<file path="src/rtl/display_pkg.sv">
// Shared constants and types for the multiplexed 7-segment display decoder.
// Segment patterns are 7-bit vectors ordered {G,F,E,D,C,B,A} (SegA in bit 0).
package display_pkg;

  localparam logic [6:0] SEG_0     = 7'h3F;
  localparam logic [6:0] SEG_1     = 7'h06;
  localparam logic [6:0] SEG_2     = 7'h5B;
  localparam logic [6:0] SEG_3     = 7'h4F;
  localparam logic [6:0] SEG_4     = 7'h66;
  localparam logic [6:0] SEG_5     = 7'h6D;
  localparam logic [6:0] SEG_6     = 7'h7D;
  localparam logic [6:0] SEG_7     = 7'h07;
  localparam logic [6:0] SEG_8     = 7'h7F;
  localparam logic [6:0] SEG_9     = 7'h6F;
  localparam logic [6:0] SEG_BLANK = 7'h00;
  localparam logic [6:0] SEG_MINUS = 7'h40;

  localparam logic [3:0] CODE_BLANK   = 4'hA;
  localparam logic [3:0] CODE_MINUS   = 4'hB;
  localparam logic [3:0] CODE_INVALID = 4'hF;

  typedef enum logic [1:0] {
    ST_IDLE    = 2'd0,
    ST_COLLECT = 2'd1,
    ST_PUBLISH = 2'd2
  } state_e;

endpackage

</file>
<file path="src/rtl/seg7_decode.sv">
// Combinational 7-segment pattern to 4-bit code translation.
// Ports:
//   seg_i     - segment pattern {G,F,E,D,C,B,A}
//   code_o    - 0..9, CODE_BLANK, CODE_MINUS or CODE_INVALID
//   invalid_o - high when the pattern is not a recognised glyph
module seg7_decode
  import display_pkg::*;
(
  input  logic [6:0] seg_i,
  output logic [3:0] code_o,
  output logic       invalid_o
);

  always_comb begin
    code_o    = CODE_INVALID;
    invalid_o = 1'b0;
    case (seg_i)
      SEG_0:     code_o = 4'h0;
      SEG_1:     code_o = 4'h1;
      SEG_2:     code_o = 4'h2;
      SEG_3:     code_o = 4'h3;
      SEG_4:     code_o = 4'h4;
      SEG_5:     code_o = 4'h5;
      SEG_6:     code_o = 4'h6;
      SEG_7:     code_o = 4'h7;
      SEG_8:     code_o = 4'h8;
      SEG_9:     code_o = 4'h9;
      SEG_BLANK: code_o = CODE_BLANK;
      SEG_MINUS: code_o = CODE_MINUS;
      default:   invalid_o = 1'b1;
    endcase
  end

endmodule

</file>
<file path="src/rtl/display_decoder.sv">
// Recovers the four digits shown on a multiplexed 7-segment display by
// watching its strobe and segment lines, and publishes them as a frame.
// Ports:
//   Clock, Reset      - clock and asynchronous active-high reset
//   nDigit            - active-low digit strobes (bit i = digit i)
//   SegA..SegG, DP    - active-high segment and decimal-point drives
//   digit_code        - published codes, [4i+3:4i] = digit i
//   dp_out            - published decimal points
//   frame_valid       - one-cycle pulse when the published outputs refresh
//   frame_err         - published frame contained an unrecognised pattern
//   display_off       - no capture seen for TIMEOUT_CYCLES cycles
module display_decoder
  import display_pkg::*;
#(
  parameter int STABLE_CYCLES  = 4,
  parameter int TIMEOUT_CYCLES = 65535
) (
  input  logic        Clock,
  input  logic        Reset,
  input  logic [3:0]  nDigit,
  input  logic        SegA,
  input  logic        SegB,
  input  logic        SegC,
  input  logic        SegD,
  input  logic        SegE,
  input  logic        SegF,
  input  logic        SegG,
  input  logic        DP,
  output logic [15:0] digit_code,
  output logic [3:0]  dp_out,
  output logic        frame_valid,
  output logic        frame_err,
  output logic        display_off
);

  localparam int                IDLE_W     = $clog2(TIMEOUT_CYCLES + 1);
  localparam logic [3:0]        STABLE_MAX = 4'(STABLE_CYCLES);
  localparam logic [IDLE_W-1:0] IDLE_MAX   = IDLE_W'(TIMEOUT_CYCLES);
  // {nDigit, G..A, DP} with strobes inactive and segments dark
  localparam logic [11:0]       SYNC_IDLE  = 12'hF00;

  logic [11:0]       sync_raw, sync_p0_q, sync_p1_q;
  logic [3:0]        nd_s;
  logic [7:0]        pat_s;
  logic              sel_vld;
  logic [1:0]        sel_idx;
  logic [3:0]        stab_q, stab_d;
  logic [1:0]        prev_idx_q;
  logic [7:0]        prev_pat_q;
  logic              capture;
  logic [3:0]        dec_code;
  logic              dec_inv;
  logic [3:0][3:0]   shad_code_q, shad_code_d;
  logic [3:0]        shad_dp_q, shad_dp_d;
  logic [3:0]        mask_q, mask_d;
  logic              err_q, err_d;
  logic [IDLE_W-1:0] idle_q, idle_d;
  logic              timeout;
  state_e            state_q;
  logic [15:0]       digit_code_q;
  logic [3:0]        dp_out_q;
  logic              frame_valid_q, frame_err_q, display_off_q;

  // Stage p0/p1: two-flop synchronizer on every input line
  assign sync_raw = {nDigit, SegG, SegF, SegE, SegD, SegC, SegB, SegA, DP};

  always_ff @(posedge Clock or posedge Reset) begin
    if (Reset) begin
      sync_p0_q <= SYNC_IDLE;
      sync_p1_q <= SYNC_IDLE;
    end else begin
      sync_p0_q <= sync_raw;
      sync_p1_q <= sync_p0_q;
    end
  end

  assign nd_s  = sync_p1_q[11:8];
  assign pat_s = sync_p1_q[7:0];

  always_comb begin
    sel_vld = 1'b1;
    sel_idx = 2'd0;
    case (nd_s)
      4'b1110: sel_idx = 2'd0;
      4'b1101: sel_idx = 2'd1;
      4'b1011: sel_idx = 2'd2;
      4'b0111: sel_idx = 2'd3;
      default: sel_vld = 1'b0;
    endcase
  end

  // A zero count means the previous cycle had no valid strobe, so the
  // stored index/pattern are meaningless and the run restarts at 1.
  always_comb begin
    stab_d = 4'd0;
    if (sel_vld) begin
      if (stab_q != 4'd0 && sel_idx == prev_idx_q && pat_s == prev_pat_q)
        stab_d = (stab_q == STABLE_MAX) ? stab_q : stab_q + 4'd1;
      else
        stab_d = 4'd1;
    end
  end

  // Saturating at STABLE_MAX yields exactly one capture per steady strobe.
  assign capture = sel_vld && (stab_d == STABLE_MAX) && (stab_q != STABLE_MAX);

  always_ff @(posedge Clock or posedge Reset) begin
    if (Reset) begin
      stab_q     <= 4'd0;
      prev_idx_q <= 2'd0;
      prev_pat_q <= 8'd0;
    end else begin
      stab_q     <= stab_d;
      prev_idx_q <= sel_idx;
      prev_pat_q <= pat_s;
    end
  end

  seg7_decode u_dec (
    .seg_i     (pat_s[7:1]),
    .code_o    (dec_code),
    .invalid_o (dec_inv)
  );

  always_comb begin
    shad_code_d = shad_code_q;
    shad_dp_d   = shad_dp_q;
    mask_d      = mask_q;
    err_d       = err_q;
    if (capture) begin
      shad_code_d[sel_idx] = dec_code;
      shad_dp_d[sel_idx]   = pat_s[0];
      mask_d[sel_idx]      = 1'b1;
      err_d                = err_q | dec_inv;
    end
    idle_d  = capture ? '0 : ((idle_q == IDLE_MAX) ? idle_q : idle_q + 1'b1);
    timeout = !capture && (idle_q == IDLE_MAX - 1'b1);
  end

  // Shadow entries are only meaningful under their mask bit, so they need no reset.
  always_ff @(posedge Clock) begin
    shad_code_q <= shad_code_d;
    shad_dp_q   <= shad_dp_d;
  end

  // Stage p2: frame assembly FSM. Published outputs load on the edge that
  // enters PUBLISH (from the shadow including the completing capture), so
  // frame_valid is high during PUBLISH and the mask is already empty there,
  // letting a capture in that cycle start the next frame.
  always_ff @(posedge Clock or posedge Reset) begin
    if (Reset) begin
      state_q       <= ST_IDLE;
      mask_q        <= 4'd0;
      err_q         <= 1'b0;
      idle_q        <= '0;
      digit_code_q  <= 16'hAAAA;
      dp_out_q      <= 4'd0;
      frame_valid_q <= 1'b0;
      frame_err_q   <= 1'b0;
      display_off_q <= 1'b0;
    end else begin
      frame_valid_q <= 1'b0;
      idle_q        <= idle_d;
      if (capture)      display_off_q <= 1'b0;
      else if (timeout) display_off_q <= 1'b1;
      case (state_q)
        ST_IDLE, ST_PUBLISH: begin
          if (capture) begin
            mask_q  <= mask_d;
            err_q   <= err_d;
            state_q <= ST_COLLECT;
          end else begin
            state_q <= ST_IDLE;
          end
        end
        ST_COLLECT: begin
          if (capture && mask_d == 4'hF) begin
            digit_code_q  <= shad_code_d;
            dp_out_q      <= shad_dp_d;
            frame_err_q   <= err_d;
            frame_valid_q <= 1'b1;
            mask_q        <= 4'd0;
            err_q         <= 1'b0;
            state_q       <= ST_PUBLISH;
          end else if (capture) begin
            mask_q <= mask_d;
            err_q  <= err_d;
          end else if (timeout) begin
            mask_q  <= 4'd0;
            err_q   <= 1'b0;
            state_q <= ST_IDLE;
          end
        end
        default: state_q <= ST_IDLE;
      endcase
    end
  end

  assign digit_code  = digit_code_q;
  assign dp_out      = dp_out_q;
  assign frame_valid = frame_valid_q;
  assign frame_err   = frame_err_q;
  assign display_off = display_off_q;

endmodule

</file>
<file path="config.mk">
export PLATFORM = sky130hd
export DESIGN_NAME = display_decoder
export DESIGN_NICKNAME = d
export VERILOG_FILES = /design/src/rtl/display_pkg.sv /design/src/rtl/seg7_decode.sv /design/src/rtl/display_decoder.sv
export SDC_FILE = /design/constraint.sdc
export NUM_CORES = 1
export LEC_CHECK = 0
export CORE_ASPECT_RATIO = 0.9
export CORE_MARGIN = 2
export CORE_UTILIZATION = 40
export CTS_BUF_LIST = sky130_fd_sc_hd__clkbuf_8
export DETAILED_ROUTE_END_ITERATION = 6
export DONT_BUFFER_PORTS = 1
export PLACE_DENSITY_LB_ADDON = 0.15
export SLEW_MARGIN = 0
export SYNTH_ARGS = -nofsm -noshare
export SYNTH_HDL_FRONTEND = slang
export SYNTH_SLANG_ARGS = --single-unit
</file>
<file path="constraint.sdc">
create_clock -name Clock -period 4.6 [get_ports Clock]
set_input_delay 0.92 -clock Clock [delete_from_list [all_inputs] [get_ports Clock]]
set_output_delay 0.92 -clock Clock [all_outputs]
set_load 0.05 [all_outputs]
</file>
# Word level (Yosys, flattened, before mapping)

Cells that the tools add are included.

Bits of input ports: 14
Logic and storage cells: 112
Output and inout bits: 23
Register bits after elaboration: 104

Multiplexer cells: 38
Eq/ne operators: 30
Reductions and logical operators: 19
Magnitude comparators: 2
Add/sub/neg operators: 2
Bitwise logic cells: 2

Operators with widths:

| operator                                                              | count |
|---|---|
| 7-bit equality test, second input constant                            | 8 |
| 16-bit two-way mux                                                    | 3 |
| 4-bit one-hot mux with 12 select lines                                | 1 |
| 4-bit two-way mux                                                     | 10 |
| 16-bit equality test, second input constant                           | 2 |
| 16-bit by 1-bit adder with 16-bit output, second input constant       | 1 |
| 16-bit bitwise mux                                                    | 1 |
| 4-bit equality test, second input constant                            | 4 |
| 7-bit by 3-bit equality test with 1-bit output, second input constant | 2 |
| 1-bit two-way mux                                                     | 13 |
| 4-bit by 3-bit equality test with 1-bit output, second input constant | 3 |
| 12-bit OR reduction                                                   | 1 |
| 4-bit demux with 2-bit select                                         | 1 |
| 8-bit equality test                                                   | 1 |
| 4-bit one-hot mux with 2 select lines                                 | 1 |
| 7-bit by 6-bit equality test with 1-bit output, second input constant | 1 |
| 1-bit logical AND                                                     | 7 |
| 7-bit logical NOT                                                     | 1 |
| 2-bit two-way mux                                                     | 3 |
| 3-bit != test, second input constant                                  | 2 |
| 2-bit one-hot mux with 3 select lines                                 | 1 |
| 4-bit by 1-bit adder with 4-bit output, second input constant         | 1 |
| 4-bit bitwise mux                                                     | 1 |
| 2-bit != test, second input constant                                  | 2 |
| other kinds (20)                                                      | 22 |

# Logic depth before layout (Yosys ltp)

Depth after elaboration: 16
Depth in mapped cells: 12
Gate-level depth less buffers: 9

# Hierarchy

From an unflattened synthesis, not the netlist that was laid out.

Cell total of the unflattened synthesis: 426
Area total of the unflattened synthesis: 4789.6 um^2

Modules (own cells, without submodules):

| module          | area an instance (um^2) | cells each | times used | seq. area each (um^2) |
|---|---|---|---|---|
| display_decoder | 4501.8                  | 383        | 1          | 2522.4 |
| seg7_decode     | 287.8                   | 43         | 1          | 0.0 |

# Least setup slack after synthesis

No wires, ideal clock.

Path type: register -> register
Start: register stab_q[0]
End: register digit_code_q[0] (netlist: digit_code[0])
Buffers on the path: 3
Period minus slack after synthesis: 3.679 ns
Path slack: 0.921 ns
Cell stages (with the launch flop): 13
Data required time: 4.475 ns
Arrival time: 3.554 ns
Library setup time: 0.125 ns
Path through: dfrtp_1 > inv_1 > ha_1 > and2b_4 > a2111oi_4 > or4b_1 > buf_2 > or4_1 > buf_6 > a22o_4 > nor4_4 > buf_6 > mux2_4

Word-level cells in the longest chain between the ends: 12
Elaborated cells between the ends (all ways): 17
Classes of those cells: add/sub (1); eq/ne (4); mux (5); reduce/logical (7)

RTL lines:

| item                                                                           | line                   | RTL |
|---|---|---|
| start, declared                                                                | display_decoder.sv:47  | `logic [3:0] stab_q, stab_d;` |
| start signal, assigned                                                         | display_decoder.sv:113 | `stab_q <= stab_d;` |
| branches (longest 7 deep; another with 4-bit by 1-bit adder with 4-bit output) | -                      |  |
| 1-bit logical AND *                                                            | display_decoder.sv:105 | `assign capture = sel_vld && (stab_d == STABLE_MAX) && (stab_q != STABLE_MAX);` |
| 4-bit two-way mux                                                              | display_decoder.sv:130 | `if (capture) begin` |
| 4-bit equality test                                                            | display_decoder.sv:177 | `if (capture && mask_d == 4'hF) begin` |
| 1-bit logical AND                                                              | display_decoder.sv:177 |  |
| 2-bit AND reduction (no source line)                                           | -                      |  |
| end signal, assigned                                                           | display_decoder.sv:178 | `digit_code_q <= shad_code_d;` |
| end, declared                                                                  | display_decoder.sv:60  | `logic [15:0] digit_code_q;` |

Mark *: on every way between the ends.
A chain may end at the register's enable or synchronous reset.

# Worst setup path in the final report

Start: register stab_q[0]
End: register digit_code_q[10] (netlist: digit_code[10])

The elaborated chain is that of the path after synthesis.

==> reports/qor.yml <==
drcViolationCount: 0
grt_max_degree: 57
synthFlopType: "dfrtp_1"
status: "complete, no violations"
p_seq_share_pct: 59.4
clkTransAtPathRegs_ns: 0.10
leakage_nw: 2.06
cp.buffers_inverters: 2
cts_tree: "yes"
yosys-top-cells-count: "68 x dfrtp_1, 30 x nor2_1, 24 x nand2_1, 20 x dfxtp_1"
min_path_type: "reg2reg"
ioPinCount: 37
p_int_mw: 1.23
rows: 36
switchingPower_mw: 0.378
final_cell_count_no_fill: 544
synth_warnings: 0
die_h_um: 105
first_pass_iters: 4
cts_setup_buffers: 0
synth_top_cell_by_area: "dfrtp_1"
dieArea_um2: 12200
numCtsBuffers: 9
wirelength_um: 8290
worst_ep_arrival_time_ns: 4.13
fin_nets: 405
ys_seq_area_share_pct: 55.8
dieWidth_um: 116
crit_type: "reg2reg"
slew-limit-headroom_pct: 36.5
fmax_ghz: 0.259
max_stage_delay_ns: 0.63
postCtsHoldBufs: 0
vdd_ir_drop_max_uv: 214
setup_viol: 0
initial_core_util_pct: 41.5
clock_latency_ns: 0.37
cts_resized: 0
drive_gt1_share_pct: 18.9
ant_nets: 0
cts-root-buf: "clkbuf_8"
grt-ovfl-total: 0
cpLargestDelayFamily: "simple AND/OR/NAND/NOR gates"
grt_pass1_vias: 2757
dpl.hpwl_um: 5660
period_share_pct: 83.9
port_buffers: 0
nFillCells: 1025
synth_nets: 406
wl_per_cell_um: 15.2
cp_slowest_cell: "or4_1"
dp_cells: 528
synth_top_area_share_pct: 37.6
async_flop_share_pct: 80.8
powerDensity_nw_per_um2: 329
path_cells: "inv_1 -> ha_1 -> and2b_4 -> a2111oi_4 -> or4b_1 -> or4_1 -> a22o_4 -> nor4_4 -> buf_4 -> mux2_2"
clock_skew_ns: 0.0149
worst_slew_pin_slew_ns: 0.952
cts_buffer_depth: 2
whs_ns: 0.346
antenna_found_initial: 0
grt_pass1_wl_um: 14100
power_frac_comb_pct: 3.8
worst-path-max-fanout: 13
gp_congestion: 0.776
avgSynthCellArea_um2: 11.7
grt_setup_unrepaired: "false"
cts_max_level: 3
viasPerCell: 5.09
cts_sinks: 104
maxCapViolCount: 0
worstPathRequired_ns: 4.87
antenna_cells: 0
maxSlewViolCount: 0
swShare_pct: 23.6
area_growth_pct: 7.69
finalHoldViolations: 0
synth_cell_type_count: 59
grt_usage_pct: 14.9
min_period_ns: 3.86
synth_seq_cells: 104
synth.most_common_cell: "dfrtp_1"
core_um2: 10900
cp-end-kind: "register"
clkPwrFrac_pct: 36.8
tns_ns: 0
startpoint_type: "register"
synth.area.top_cells: "dfrtp_1 38%, dfstp_2 9.3%, dfxtp_1 8.9%"
syn_area_um2: 4520
final_util_pct: 44.7
synth_cells: 388
drt_iter0_markers: 144
synth-edff-count: 0
vias: 2769
==> per-layer routing <==
metal,global-route usage [%],vias to the layer above,routed length (um)
met2,23.2,39,3940
met5,0,-,0
met3,4.47,7,273
met1,20.2,1364,3990
met4,4.08,0,91
li1,-,1359,-
==> registers in the layout, summed over array words and instances, names as in the netlist, 8 cells and up <==
name,cells
sync_p1_q,12
shad_code_q,16
prev_pat_q,8
digit_code,16
idle_q,16
sync_p0_q,12
==> cells in the final DEF, fill, tap and decap left out, types with 4 or more instances in the layout <==
| master | n |
|---|---|
| inv_1 | 15 |
| mux2_4 | 10 |
| or4_1 | 4 |
| mux2i_1 | 9 |
| nand2_1 | 24 |
| mux2_2 | 15 |
| dfrtp_1 | 68 |
| nand4_1 | 5 |
| xnor2_1 | 12 |
| and3_1 | 7 |
| xor2_1 | 10 |
| buf_4 | 6 |
| clkbuf_8 | 10 |
| mux2_1 | 4 |
| nor3_1 | 8 |
| a21oi_1 | 16 |
| ha_1 | 4 |
| nand4b_1 | 5 |
| o21ai_0 | 15 |
| nand3_1 | 10 |
| dfxtp_1 | 20 |
| dfstp_2 | 16 |
| nand2b_1 | 6 |
| nor2b_1 | 4 |
| nor2_1 | 30 |
==> through the flow <==
stage	instance area, um^2	setup slack (ns)	power [mW]
after floorplan	4520	0.921	1.02
after global placement	4660	0.862	1.03
after detailed placement	4660	0.739	1.03
after CTS	4870	0.726	1.63
after global routing	4870	0.596	1.69
final	4870	0.739	1.60
==> cell type report <==
cell class,count,area [um^2],share of cell area (%)
Tap cell,152,190,3.91
Sequential cell,104,2520,51.8
Clock buffer,10,138,2.83
Clock inverter,6,70.1,1.44
Inverter,16,61.3,1.26
Multi-Input combinational cell,250,1840,37.8
Timing Repair Buffer,6,45.0,0.925
==> power groups by stage <==
stage	combinational, mW	clock [mW]	sequential (mW)
5_1_grt	0.0694	0.661	0.956
4_1_cts	0.0631	0.620	0.952
2_1_floorplan	0.0607	0	0.955
3_3_place_gp	0.0622	0	0.970
6_report	0.0611	0.591	0.952
3_5_place_dp	0.0629	0	0.970
==> cells by family after synthesis <==
group,count (synthesis),share of synthesized area [%]
mux,38,10.0
xor+xnor,23,4.62
simple gates,130,16.6
buf+inv,34,3.60
flops,104,55.8
compound gates,55,8.25
fa+ha+maj,4,1.11
==> worst paths after layout <==
kind	startpoint	depth (start not counted)	to	slack (ns)
min	sync_p0_q[6]	0	sync_p1_q[6]	0.35
max reg2reg	stab_q[0]	10	digit_code[10]	0.74
max in group asynchronous	Reset	2	digit_code[15]	3.06
max	stab_q[0]	10	digit_code[10]	0.74
min in group asynchronous	Reset	1	mask_q[0]	0.62
min reg2reg	sync_p0_q[6]	0	sync_p1_q[6]	0.35
Note: power is estimated with default switching activity, not from simulation.
